File: src/rtl/alu_pkg.sv
// Shared opcodes, FSM states and flag helpers
// for the multi-cycle ALU.
package alu_pkg;

    localparam logic [3:0] OP_ADD  = 4'h0;
    localparam logic [3:0] OP_SUB  = 4'h1;
    localparam logic [3:0] OP_AND  = 4'h2;
    localparam logic [3:0] OP_OR   = 4'h3;
    localparam logic [3:0] OP_XOR  = 4'h4;
    localparam logic [3:0] OP_NOT  = 4'h5;
    localparam logic [3:0] OP_SHL1 = 4'h6;
    localparam logic [3:0] OP_SHR1 = 4'h7;
    localparam logic [3:0] OP_ADC  = 4'h8;
    localparam logic [3:0] OP_SBC  = 4'h9;
    localparam logic [3:0] OP_MUL  = 4'hA;
    localparam logic [3:0] OP_SHLN = 4'hB;
    localparam logic [3:0] OP_SHRN = 4'hC;
    localparam logic [3:0] OP_ROL  = 4'hD;
    localparam logic [3:0] OP_ROR  = 4'hE;
    localparam logic [3:0] OP_RSVD = 4'hF;

    typedef enum logic [1:0] {
        S_IDLE = 2'd0,
        S_BUSY = 2'd1,
        S_DONE = 2'd2
    } state_t;

    typedef struct packed {
        logic z;
        logic c;
        logic n;
        logic v;
    } flags_t;

    function automatic flags_t make_flags(
        input logic is_zero,
        input logic msb,
        input logic c,
        input logic v
    );
        flags_t f;
        f.z = is_zero;
        f.c = c;
        f.n = msb;
        f.v = v;
        return f;
    endfunction

endpackage

File: src/rtl/alu_comb_w.sv
// Single-cycle ALU datapath: arithmetic, logic,
// one-bit shifts and rotates through carry.
module alu_comb_w
    import alu_pkg::*;
#(
    parameter int WIDTH = 8
) (
    input  logic [WIDTH-1:0] a_i,
    input  logic [WIDTH-1:0] b_i,
    input  logic [3:0]       op_i,
    input  logic             cin_i,
    output logic [WIDTH-1:0] result_o,
    output logic             carry_o,
    output logic             overflow_o
);

    localparam int MSB = WIDTH - 1;

    logic [WIDTH:0] ext;
    logic           cin_eff;

    // Opcode decode; unused opcodes produce zero with flags clear
    always_comb begin
        cin_eff    = ((op_i == OP_ADC) || (op_i == OP_SBC)) ? cin_i : 1'b0;
        ext        = '0;
        result_o   = '0;
        carry_o    = 1'b0;
        overflow_o = 1'b0;
        case (op_i)
            OP_ADD, OP_ADC: begin
                ext = {1'b0, a_i} + {1'b0, b_i}
                    + {{WIDTH{1'b0}}, cin_eff};
                result_o   = ext[MSB:0];
                carry_o    = ext[WIDTH];
                overflow_o = (a_i[MSB] == b_i[MSB])
                          && (ext[MSB] != a_i[MSB]);
            end
            OP_SUB, OP_SBC: begin
                ext = {1'b0, a_i} - {1'b0, b_i}
                    - {{WIDTH{1'b0}}, cin_eff};
                result_o   = ext[MSB:0];
                carry_o    = ext[WIDTH];
                overflow_o = (a_i[MSB] != b_i[MSB])
                          && (ext[MSB] != a_i[MSB]);
            end
            OP_AND:  result_o = a_i & b_i;
            OP_OR:   result_o = a_i | b_i;
            OP_XOR:  result_o = a_i ^ b_i;
            OP_NOT:  result_o = ~a_i;
            OP_SHL1: {carry_o, result_o} = {a_i, 1'b0};
            OP_SHR1: {result_o, carry_o} = {1'b0, a_i};
            OP_ROL:  {carry_o, result_o} = {a_i, cin_i};
            OP_ROR:  {result_o, carry_o} = {cin_i, a_i};
            default: ;
        endcase
    end

endmodule

File: src/rtl/alu_multicycle.sv
// Registered ALU with valid/ready handshake, iterative
// multiply and variable shifts, and the flag register.
module alu_multicycle
    import alu_pkg::*;
#(
    parameter int WIDTH = 8,
    parameter int SHW   = $clog2(WIDTH)
) (
    input  logic             clk,
    input  logic             rst,
    input  logic             in_valid,
    output logic             in_ready,
    input  logic [WIDTH-1:0] a,
    input  logic [WIDTH-1:0] b,
    input  logic [3:0]       op,
    input  logic             clr_flags,
    output logic             out_valid,
    input  logic             out_ready,
    output logic [WIDTH-1:0] result,
    output logic             zero,
    output logic             carry,
    output logic             negative,
    output logic             overflow
);

    localparam int CW = SHW + 1;

    state_t             state_q;
    logic [WIDTH-1:0]   opa_q;
    logic [3:0]         op_q;
    logic [CW-1:0]      cnt_q;
    logic [2*WIDTH-1:0] prod_q;
    logic [WIDTH-1:0]   result_q;
    flags_t             flags_q;

    logic [WIDTH-1:0]   comb_res;
    logic               comb_c;
    logic               comb_v;

    logic [WIDTH:0]     mul_sum;
    logic [2*WIDTH-1:0] prod_nx;
    logic [WIDTH-1:0]   shl_nx;
    logic [WIDTH-1:0]   shr_nx;

    logic               is_shift;
    logic               iter_d;
    logic [CW-1:0]      cnt_d;
    logic               fin_d;
    logic [WIDTH-1:0]   res_d;
    logic               c_d;
    logic               v_d;
    flags_t             flags_d;

    alu_comb_w #(
        .WIDTH(WIDTH)
    ) u_comb (
        .a_i       (a),
        .b_i       (b),
        .op_i      (op),
        .cin_i     (flags_q.c),
        .result_o  (comb_res),
        .carry_o   (comb_c),
        .overflow_o(comb_v)
    );

    // One step of shift-add multiply and of the bitwise shifts
    always_comb begin
        mul_sum = {1'b0, prod_q[2*WIDTH-1:WIDTH]}
                + (prod_q[0] ? {1'b0, opa_q} : '0);
        prod_nx = {mul_sum, prod_q[WIDTH-1:1]};
        shl_nx  = {opa_q[WIDTH-2:0], 1'b0};
        shr_nx  = {1'b0, opa_q[WIDTH-1:1]};
    end

    // Whether this edge completes an op, and what it yields
    always_comb begin
        is_shift = (op == OP_SHLN) || (op == OP_SHRN);
        iter_d   = (op == OP_MUL)
                || (is_shift && (b[SHW-1:0] != '0));
        cnt_d    = (op == OP_MUL) ? CW'(WIDTH)
                                  : CW'(b[SHW-1:0]);
        fin_d    = 1'b0;
        res_d    = '0;
        c_d      = 1'b0;
        v_d      = 1'b0;
        case (state_q)
            S_IDLE: begin
                if (in_valid && !iter_d) begin
                    fin_d = 1'b1;
                    if (is_shift) begin
                        res_d = a;
                    end else begin
                        res_d = comb_res;
                        c_d   = comb_c;
                        v_d   = comb_v;
                    end
                end
            end
            S_BUSY: begin
                if (cnt_q == CW'(1)) begin
                    fin_d = 1'b1;
                    if (op_q == OP_MUL) begin
                        res_d = prod_nx[WIDTH-1:0];
                        c_d   = |prod_nx[2*WIDTH-1:WIDTH];
                    end else if (op_q == OP_SHLN) begin
                        res_d = shl_nx;
                        c_d   = opa_q[WIDTH-1];
                    end else begin
                        res_d = shr_nx;
                        c_d   = opa_q[0];
                    end
                end
            end
            default: ;
        endcase
        flags_d = make_flags(res_d == '0, res_d[WIDTH-1],
                             c_d, v_d);
    end

    // Sequencing FSM with operand, iteration and result registers
    always_ff @(posedge clk or posedge rst) begin
        if (rst) begin
            state_q  <= S_IDLE;
            opa_q    <= '0;
            op_q     <= OP_ADD;
            cnt_q    <= '0;
            prod_q   <= '0;
            result_q <= '0;
        end else begin
            case (state_q)
                S_IDLE: begin
                    if (in_valid) begin
                        opa_q  <= a;
                        op_q   <= op;
                        cnt_q  <= cnt_d;
                        prod_q <= {{WIDTH{1'b0}}, b};
                        if (fin_d) begin
                            result_q <= res_d;
                            state_q  <= S_DONE;
                        end else begin
                            state_q  <= S_BUSY;
                        end
                    end
                end
                S_BUSY: begin
                    cnt_q  <= cnt_q - CW'(1);
                    prod_q <= prod_nx;
                    if (op_q == OP_SHLN) begin
                        opa_q <= shl_nx;
                    end else if (op_q == OP_SHRN) begin
                        opa_q <= shr_nx;
                    end
                    if (fin_d) begin
                        result_q <= res_d;
                        state_q  <= S_DONE;
                    end
                end
                S_DONE: begin
                    if (out_ready) begin
                        state_q <= S_IDLE;
                    end
                end
                default: state_q <= S_IDLE;
            endcase
        end
    end

    // Flag register: loads on completion, clear takes priority
    always_ff @(posedge clk or posedge rst) begin
        if (rst) begin
            flags_q <= '0;
        end else if (clr_flags) begin
            flags_q <= '0;
        end else if (fin_d) begin
            flags_q <= flags_d;
        end
    end

    assign in_ready  = (state_q == S_IDLE);
    assign out_valid = (state_q == S_DONE);
    assign result    = result_q;
    assign zero      = flags_q.z;
    assign carry     = flags_q.c;
    assign negative  = flags_q.n;
    assign overflow  = flags_q.v;

endmodule

File: config.mk
export PLATFORM = sky130hd
export DESIGN_NAME = alu_multicycle
export DESIGN_NICKNAME = d
export VERILOG_FILES = /design/src/rtl/alu_pkg.sv /design/src/rtl/alu_comb_w.sv /design/src/rtl/alu_multicycle.sv
export SDC_FILE = /design/constraint.sdc
export NUM_CORES = 1
export LEC_CHECK = 0
export CAP_MARGIN = 20
export CELL_PAD_IN_SITES_DETAIL_PLACEMENT = 0
export CELL_PAD_IN_SITES_GLOBAL_PLACEMENT = 2
export CORE_AREA = 5 5 119 121
export CTS_BUF_LIST = sky130_fd_sc_hd__clkbuf_2 sky130_fd_sc_hd__clkbuf_4 sky130_fd_sc_hd__clkbuf_8
export DETAILED_ROUTE_END_ITERATION = 8
export DIE_AREA = 0 0 124 126
export PLACE_DENSITY_LB_ADDON = 0.1
export SYNTH_ARGS = -nofsm -noshare
export SYNTH_HDL_FRONTEND = slang
export SYNTH_HIERARCHICAL = 1
export SYNTH_SLANG_ARGS = --single-unit
File: constraint.sdc
create_clock -name clk -period 3.3 [get_ports clk]
set_clock_uncertainty 0.1 [all_clocks]
set_input_delay 0.495 -clock clk [delete_from_list [all_inputs] [get_ports clk]]
set_output_delay 0.495 -clock clk [all_outputs]
set_load 0.02 [all_outputs]
# Word level (Yosys, flattened, before mapping)
# Cells that the tools add are included.
word_totals:
  out_inout_bits: 14
  register_bits: 46
  word_cells: 113
op_classes:
  n_reduce_logical: 23
  mux: 42
  add_sub_neg: 6
  bitwise_logic: 4
  n_eq_ne: 28
ops:
  columns: ["cell", "count"]
  rows:
  - ["2-to-1 mux 8 bit", 11]
  - ["one-hot mux 8 bit (10 select lines)", 1]
  - ["one-hot mux 8 bit (2 select lines)", 3]
  - ["equality test 4 bit (second input constant)", 10]
  - ["one-hot mux 16 bit (2 select lines)", 1]
  - ["adder 8 x 8 -> 9 bit", 2]
  - ["equality test 4 x 3 -> 1 bit (second input constant)", 4]
  - ["2-to-1 mux 16 bit", 1]
  - ["2-to-1 mux 4 bit", 4]
  - ["2-to-1 mux 1 bit", 11]
  - ["adder 9 x 1 -> 9 bit", 1]
  - ["subtractor 8 x 8 -> 9 bit", 1]
  - ["subtractor 9 x 1 -> 9 bit", 1]
  - ["AND 8 bit", 1]
  - ["equality test 4 x 1 -> 1 bit (second input constant)", 2]
  - ["equality test 4 x 2 -> 1 bit (second input constant)", 2]
  - ["logical NOT 8 bit", 1]
  - ["2-to-1 mux 2 bit", 4]
  - ["inverter 8 bit", 1]
  - ["bitwise OR 8 bit", 1]
  - ["one-hot mux 4 bit (2 select lines)", 1]
  - ["OR reduction 2 bit", 4]
  - ["OR reduction 8 bit", 1]
  - ["bitwise XOR 8 bit", 1]
  - ["other kinds (20)", 33]

# Depth between registers and ports, before layout
# Gate-level depths: netlist of the first run.
logic_depth:
  depth_word: 12
  depth_mapped: 17
  mapped_depth_nobuf: 16

# Modules after synthesis
# The synthesis of the first run kept the hierarchy.
by_module_without_submodules:
  columns: ["module", "cells_each", "area_per_inst_um2", "n_inst"]
  rows:
  - ["alu_multicycle", 341, 2997.9, 1]
  - ["alu_comb_w", 237, 1719.1, 1]

# Worst setup path before layout of the first run
# No wires, ideal clock.
synth_timing:
  path_kind: "input to register"
  startpoint: "input op[2]"
  endpoint: "register flags_q (netlist bit zero)"
  arrival_time_ns: 3.139
  t_required_ns: 3.105
  path_buffers: 1
  path_stages: 16
  setup_slack_ns: -0.034
  cell_sequence: "buf_2 nor2_2 nand3_1 inv_1 fa_1 fa_1 a21o_1 a21oi_1 xnor2_1 a211oi_1 o211ai_1 nor4_1 a31oi_1 o21ai_0 nand4_1 o31ai_1"
synth_between:
  elab_chain_len: 11
  word_cells_on_any_way: 36
synth_rtl:
  columns: ["element", "line_no", "text"]
  rows:
  - ["start: declaration", "alu_multicycle.sv:15", "input logic [3:0] op,"]
  - ["equality test 4 bit (on tied branches)", null, null]
  - ["logical OR 1 bit", "alu_comb_w.sv:24", "cin_eff = ((op_i == OP_ADC) || (op_i == OP_SBC)) ? cin_i : 1'b0;"]
  - ["2-to-1 mux 1 bit", "alu_comb_w.sv:24", null]
  - ["subtractor 9 x 1 -> 9 bit / adder 9 x 1 -> 9 bit (equally long branches)", "alu_comb_w.sv:40, alu_comb_w.sv:32", null]
  - ["one-hot mux 8 bit (10 select lines) *", "alu_comb_w.sv:29", "case (op_i)"]
  - ["net comb_res[4]", "alu_multicycle.sv:36", "logic [WIDTH-1:0] comb_res;"]
  - ["2-to-1 mux 8 bit *", "alu_multicycle.sv:90", "if (is_shift) begin"]
  - ["2-to-1 mux 8 bit *", "alu_multicycle.sv:88", "if (in_valid && !iter_d) begin"]
  - ["one-hot mux 8 bit (2 select lines) *", "alu_multicycle.sv:86", "case (state_q)"]
  - ["logical NOT 8 bit *", "alu_multicycle.sv:116", "flags_d = make_flags(res_d == '0, res_d[WIDTH-1],"]
  - ["2-to-1 mux 4 bit *", "alu_multicycle.sv:174", "end else if (fin_d) begin"]
  - ["2-to-1 mux 4 bit *", "alu_multicycle.sv:172", "end else if (clr_flags) begin"]
  - ["end signal: assignment", "alu_multicycle.sv:175", "flags_q <= flags_d;"]
  - ["end: declaration", "alu_multicycle.sv:34", "flags_t flags_q;"]
# Mark *: on every way through the listed nets, which the timed path passes. The rest lies on a longest branch. The select of a mux whose other input is x is not followed.
# A chain may end at the register's enable or synchronous reset.

# Final worst setup path of the first run
layout_timing:
  startpoint: "input op[1]"
  endpoint: "register flags_q (netlist bit zero)"
# The elaborated chain is that of the path after synthesis.

==> summary.txt, run 1 <==
Outcome
  – Outcome: complete, no violations

Global routing
  – Grt met1 use: 0.2832
  – Initial antenna violation count: 0
  – GRT overflow: 0
  – First-pass GRT wire length: 26630 um
  – GRT busiest layer: met2
  – Number of global-route vias before repair: between 4000 and 5000
  – Largest net degree at the start of global routing: 47
  – Met3 usage in global routing: 0.02197
  – All-Layer GR Usage: 0.2173
  – GRT met2 Usage: 0.3745

Synth
  – Synth Area in Simple Gates: 0.2204
  – Synthesized area: between 4000 and 5000 sq um
  – Synthesized netlist cell count: 578
  – Fraction of synthesized cell area in xor and xnor cells: 0.02414
  – Post-synthesis compound-gate area fraction: 0.2618
  – Area contributors post-synth: dfrtp_1 (24%), ha_1 (11%), nand2_1 (5.3%)
  – Most common cell in the synthesized netlist: nand2_1
  – Synth warn: 6
  – Synth Area in Adders: 0.1273
  – Top post-synthesis cells by count: nand2_1 (66), a21oi_1 (46), dfrtp_1 (46)
  – Post-synth top area cell: dfrtp_1
  – EDFF count, synth: 0
  – Mux share of post-synthesis cell area: 0.06207
  – Part of the Yosys area used for sequential elements: 0.2440
  – Distinct cell type count after synthesis: 83
  – Syn_nets: between 600 and 700
  – Post-synth top area share: 0.2440
  – Flops & latches, synth: 46
  – Avg Inst Size Synth: 8.161 sq um
  – Top FF cell, synth: dfrtp_1
  – Fraction of registers with async set/reset: 1.000
  – Largest family of logic cells by synthesized area: compound AO/OA/AOI/OAI gates

Route
  – First-iteration detailed-routing DRC count: 306
  – First drt pass iteration count: 5
  – Total routed wirelength: 16550 um
  – Drt drc: 0
  – Wire per inst: 19.50 um
  – Vias per cell: between 5 and 6
  – Routed via count: 4682
  – Final ANT Viol Nets: 0

Timing
  – Max Freq: 0.3109 GHz
  – Worst setup margin: 0.08359 ns
  – Rel. slew slack: 0.4070
  – Worst-Margin Slew: 0.8895 ns
  – Count of final max-slew check failures: 0
  – Post-route clock period utilization: 0.9747
  – Tmin final: 3.216 ns
  – Final setup vio count: 0
  – Hold Vio Cnt, Final: 0
  – Setup TNS: 0 ns
  – Unrepaired setup endpoints after global routing: true

Clocking
  – Worst-path clk slew: 0.10 ns
  – CTS Buf Count: 5
  – CTS tree: done
  – Clk sink count: 46
  – Worst skew pair latency: 0.32 ns
  – Clock Tree Buf Depth: 2
  – Root Buffer: clkbuf_8
  – H-tree depth: 2

Final layout
  – Ant diodes: 0
  – Share of layout cells above drive strength 1: 0.1902
  – Fill cell instance count of the final layout: roughly 1300
  – Nets: 742
  – Layout Area Growth over Synthesis: 25.68%

Die
  – Die ar.: about 16000 sq um
  – Core ar.: 12980 sq um
  – Row count: 42
  – Die W: 124 um
  – Starting Density: 0.3634
  – Vert. Die Dim: 126 um
  – Total I/O pin count: 39

Worst setup path
  – Setup Crit Path Kind: input port to flip-flop
  – Startpoint types: input port
  – CP Data Required Time: 3.43 ns
  – CP arrival: 3.35 ns
  – Cell Chain, Critical Path: clkdlybuf4s15_1 > nor2_4 > nand3_2 > buf_4 > fa_1 > ha_1 > o211ai_1 > nand3b_1 > a21oi_2 > mux2i_1 > nand3_1 > nor4_2 > a31oi_1 > o21ai_1 > nand4_1 > o31ai_2
  – Slowest CP cell: fa_1
  – CP peak stage delay: approximately 0.38 ns
  – Crit end category: flip-flop
  – Crit path max fanout: 2

Placed design
  – HPWL after detailed placement: about 13000 um
  – PortBufs: 38
  – Dpl ws: -0.6376 ns
  – Routability cong.: 0.8618

Power
  – Worst vdd ir: roughly 0.56 mV
  – Lkg Pwr: 0.002693 uW
  – Power Dens Cells: 608.2 nW/um^2

Run
  – Total of max-cap violations: 0

Worst hold path
  – Hold Path Class: input port to asynchronous set/reset pin
==> cells by family (layout without fill, tap and decap cells) <==
| kind of cell | after synthesis | count (layout) |
|---|---|---|
| simple gates | 198 | 198 |
| compound gates | 185 | 185 |
| mux | 27 | 27 |
| buf+inv | 64 | 159 |
| xor+xnor | 13 | 13 |
| fa+ha+maj | 45 | 45 |
| flops | 46 | 46 |
==> worst max-delay path: cells and delay by family <==
| family | cells | cell delay [ns] |
|---|---|---|
| compound gates | 5 | 0.68 |
| simple gates | 6 | 0.90 |
| fa+ha+maj | 2 | 0.68 |
| mux | 1 | 0.21 |
| buf+inv | 2 | 0.36 |
==> through the flow <==
step | util | cells | power, uW | hold slack [ns] | instance area (sq um)
3_3_place_gp | 0.4417 | 838 | 3121 | 0.3606 | 5733
4_1_cts | 0.4531 | 848 | 3621 | 0.3994 | 5881
3_5_place_dp | 0.4417 | 838 | 3155 | 0.3769 | 5733
6_report | 0.4567 | 849 | 3606 | 0.2991 | 5928
2_1_floorplan | - | 578 | 2401 | 0.3563 | 4722
5_1_grt | 0.4567 | 849 | 3923 | 0.2956 | 5928
==> placed cells by master (no fill, tap or decap), types with 4 or more instances in the layout <==
cell and instances:
a211o_1 5, a211oi_1 9, a21o_1 11, a21oi_1 43, a21oi_2 5, a221oi_1 4, a22o_1 4, a31oi_1 11
and2_1 9, and3_1 8, buf_4 77, clkbuf_8 5, clkdlybuf4s50_1 33, dfrtp_1 45, fa_1 4, ha_1 38
inv_1 32, mux2_2 7, mux2i_1 18, nand2_1 66, nand2b_1 8, nand3_1 28, nand3b_1 9, nor2_1 28
nor2b_1 7, o211ai_1 5, o21a_1 4, o21ai_0 33, o21ai_1 5, o221ai_1 4, o22ai_1 7, o31ai_1 4
xnor2_1 9, xor2_1 4
==> where the power goes <==
part	internal [uW]	total (uW)	leakage, uW	switching, uW
Clock	227	442	0.0000585	214
Combinational	913	1990	0.00205	1070
Sequential	808	1180	0.000582	369
==> layout make-up <==
cell class | instances | area, sq um | share of cell area
sequential | 46 | 1152 | 0.1944
tap | 176 | 220.2 | 0.03715
clock buffer | 5 | 68.82 | 0.01161
timing repair buffer | 116 | 974.7 | 0.1644
multi-input combinational | 468 | 3337 | 0.5629
inverter | 35 | 131.4 | 0.02216
clock inverter | 3 | 43.79 | 0.007387
==> flip-flops by register name, indices dropped and copies added, names as in the netlist <==
| name | flops |
|---|---|
| carry | 1 |
| cnt_q | 4 |
| negative | 1 |
| op_q | 4 |
| opa_q | 8 |
| overflow | 1 |
| prod_q | 16 |
| result | 8 |
| state_q | 2 |
| zero | 1 |
==> per-layer routing <==
layer | vias to the layer above | wire [um]
met5 | - | 0
met4 | 0 | 509
met3 | 27 | 568
met2 | 107 | 8205
met1 | 2249 | 7270
li1 | 2299 | -
==> path summary, 6_finish.rpt <==
path / depth (start not counted) / endpoint / slack, ns / start
setup / recovery: 16 / zero$_DFFE_PP0P_ / 0.08 / op[1]
hold / removal: 2 / prod_q[1]$_DFFE_PP0P_ / 0.30 / rst
setup reg to reg: 15 / zero$_DFFE_PP0P_ / 0.09 / carry$_DFFE_PP0P_
hold reg to reg: 2 / result[1]$_DFFE_PP0P_ / 0.40 / result[1]$_DFFE_PP0P_
max in group asynchronous: 3 / carry$_DFFE_PP0P_ / 2.29 / rst
min in group clk: 2 / result[1]$_DFFE_PP0P_ / 0.40 / result[1]$_DFFE_PP0P_
==> what timing repair did <==
action | in CTS | in global routing
buffers inserted | 2 | 0
gates resized for setup | 13 | 8
endpoints found under the setup margin | 8 | 4
pin swaps | 8 | 10
gates cloned | 0 | 0
hold buffers | 0 | 0
(Power assumes the default switching activity.)
==> inputs of run 2 (changes only) <==
--- a/config.mk
+++ b/config.mk
@@ -8,10 +8,10 @@
 export CAP_MARGIN = 20
 export CELL_PAD_IN_SITES_DETAIL_PLACEMENT = 0
 export CELL_PAD_IN_SITES_GLOBAL_PLACEMENT = 2
-export CORE_AREA = 5 5 119 121
+export CORE_AREA = 5 5 115 117
 export CTS_BUF_LIST = sky130_fd_sc_hd__clkbuf_2 sky130_fd_sc_hd__clkbuf_4 sky130_fd_sc_hd__clkbuf_8
 export DETAILED_ROUTE_END_ITERATION = 8
-export DIE_AREA = 0 0 124 126
+export DIE_AREA = 0 0 120 122
 export PLACE_DENSITY_LB_ADDON = 0.1
 export SYNTH_ARGS = -nofsm -noshare
 export SYNTH_HDL_FRONTEND = slang
==> constraint.sdc (replaced) <==
create_clock -name clk -period 3.9 [get_ports clk]
set_clock_uncertainty 0.1 [all_clocks]
set_input_delay 0.585 -clock clk [delete_from_list [all_inputs] [get_ports clk]]
set_output_delay 0.585 -clock clk [all_outputs]
set_load 0.02 [all_outputs]
==> run 2 against run 1 <==
Via count decreased by 1.3%. First-iteration DRC count increased by 32%. Highest routed layer unchanged. Final cell count decreased by 7.3%. Hold slack improved by 0.061 ns. Die area decreased by 6.3%. Register-to-register slack improved by 0.52 ns. Design area decreased by 5.8%. Combinational power decreased by 20%. Critical path depth decreased by 1. Critical path type unchanged. Setup slack improved by 0.20 ns. Critical endpoint unchanged. Flip-flop and latch count unchanged. Clock power decreased by 21%.
==> summary.txt, run 2 (synthesized netlist as in run 1, its figures left out) <==
Worst hold path
  – Hold Path Class: input port to asynchronous set/reset pin

Worst setup path
  – Crit path launch: op[2]
  – Crit end category: flip-flop
  – FF-to-FF setup slack: 0.61 ns (+0.52 ns)
  – CP arrival: 3.74 ns (+0.39 ns)
  – Startpoint types: input port
  – Reg2Reg Depth: 13 (-2)
  – Crit path max fanout: 2 (unchanged)
  – Setup Crit Path Kind: input port to flip-flop
  – CP Data Required Time: 4.02 ns (+0.59 ns)
  – Launch point of the worst reg-to-reg path: carry$_DFFE_PP0P_

Die
  – Row count: 41 (-2.4%)
  – Starting Density: 0.3847 (+0.02132)
  – Die W: 120 um (-3.2%)
  – Vert. Die Dim: 122 um (-3.2%)
  – Core ar.: 12260 sq um (-5.5%)
  – Total I/O pin count: 39 (unchanged)
  – Die ar.: 14640 sq um (-6.3%)

Global routing
  – All-Layer GR Usage: 0.2204 (+0.003115)
  – Number of global-route vias before repair: 4419 (-9.1%)
  – First-pass GRT wire length: 25410 um (-4.6%)
  – Initial antenna violation count: 0 (unchanged)
  – GRT overflow: 0 (unchanged)
  – Largest net degree at the start of global routing: 47 (unchanged)

Timing
  – Unrepaired setup endpoints after global routing: false
  – Count of final max-slew check failures: 0 (unchanged)
  – Max Freq: approximately 0.28 GHz
  – Hold Vio Cnt, Final: 0 (unchanged)
  – Rel. slew slack: 0.4048 (-0.002208)
  – Hold slack: 0.3600 ns (+0.06099 ns)
  – Setup TNS: 0 ns (unchanged)
  – Worst-Margin Slew: 0.8928 ns (+0.003312 ns)
  – Post-route clock period utilization: 0.9271
  – Final setup vio count: 0 (unchanged)
  – Tmin final: around 3.6 ns

Power
  – Overall Power: 2948 uW (-18%)
  – Power Dens Cells: 528.1 nW/um^2 (-13%)
  – Lkg Pwr: 0.002510 uW (-6.8%)
  – Worst vdd ir: 0.4080 mV (-27%)

Route
  – Drt drc: 0 (unchanged)
  – Wire per inst: 20.01 um (+2.6%)
  – Final ANT Viol Nets: 0 (unchanged)
  – Vias per cell: 5.873 (+6.5%)
  – First-iteration detailed-routing DRC count: 403 (+32%)
  – Total routed wirelength: 15750 um (-4.9%)
  – First drt pass iteration count: 5 (unchanged)
  – Routed via count: 4622 (-1.3%)

Final layout
  – Commonest non-fill, non-tap cell in the layout: nand2_1
  – Layout Area Growth over Synthesis: 18.36%
  – Share of layout cells above drive strength 1: 0.1303 (-0.05989)
  – Most flops, register: prod_q
  – Max reg flops: 16 (unchanged)
  – Fill cell instance count of the final layout: 1235 (-8.2%)
  – Ant diodes: 0 (unchanged)
  – Post-layout util: 0.4554 (-0.001366)
  – Nets: 706 (-4.9%)
  – Most frequent cells in the layout: nand2_1 (66), dfrtp_1 (46), a21oi_1 (45)

Clocking
  – Worst skew pair latency: 0.31 ns (about the same)
  – CTS tree: done
  – CTS Buf Count: 5 (unchanged)
  – H-tree depth: 2 (unchanged)
  – Clock Tree Buf Depth: 2 (unchanged)
  – Clk sink count: 46 (unchanged)
  – Worst-path clk slew: 0.09 ns (about the same)
  – Root Buffer: clkbuf_8
  – Post-CTS Setup Bufs: 0 (-2)

Placed design
  – Routability cong.: 0.9241 (+7.2%)
  – PortBufs: 38 (unchanged)
  – HPWL after detailed placement: 12220 um (-5.7%)

Outcome
  – Outcome: complete, no violations

Run
  – Total of max-cap violations: 0 (unchanged)
[run 2: worst paths after layout]
path / end
worst max-delay path: zero$_DFFE_PP0P_
worst min-delay path: state_q[1]$_DFFE_PP0P_
worst max register to register: zero$_DFFE_PP0P_
worst min register to register: result[7]$_DFFE_PP0P_
max in group asynchronous: prod_q[15]$_DFFE_PP0P_
min in group clk: result[7]$_DFFE_PP0P_
[run 2: per-stage QoR]
stage               worst slack (ns)  instance area, sq um  cells
finish                        0.2842                  5583    787
global route                 0.03727                  5583    787
CTS                           0.1475                  5550    786
detailed placement           -0.1661                  5440    778
global placement             -0.1354                  5440    778
floorplan                     0.4759                  4717    578
[run 2: power breakdown]
group / leakage (uW) / switching [uW] / internal, uW
clock: 0.0000575 / 172 / 179
sequential: 0.000583 / 317 / 684
combinational: 0.00187 / 886 / 710
total: 0.00251 / 1370 / 1570
[run 2: routing by layer]
metal / GRT usage / routed length, um / up-vias
li1: - / - / 2243
met1: 0.3400 / 7885 / 2209
met4: 0.05082 / 250 / 0
met5: 0 / 0 / -
met2: 0.3217 / 6700 / 153
met3: 0.03203 / 914 / 17
[run 2: what timing repair did]
action                                 CTS  global route
hold buffers                             0             0
gates resized for setup                  0             3
endpoints found under the hold margin    0             0
setup endpoints to repair                0             1
[run 2: area by class of cell]
cell class                      count  area (sq um)  share of cell area
Tap cell                          150         187.7             0.03362
Multi-Input combinational cell    468          3294              0.5901
Sequential cell                    46          1151              0.2062
Inverter                           35         131.4             0.02353
Clock buffer                        8         110.1             0.01972
Timing Repair Buffer               80         708.2              0.1268
[run 2: critical path: stages]
cell             delay (ns)
clkdlybuf4s50_1        0.49
nor2_2                 0.05
nand3_1                0.11
inv_1                  0.06
fa_1                   0.42
fa_2                   0.38
buf_4                  0.15
a211oi_1               0.28
o21bai_1               0.14
a21oi_1                0.23
xor2_1                 0.17
o221ai_1               0.14
a21boi_0               0.19
o22ai_1                0.12
o31ai_1                0.24
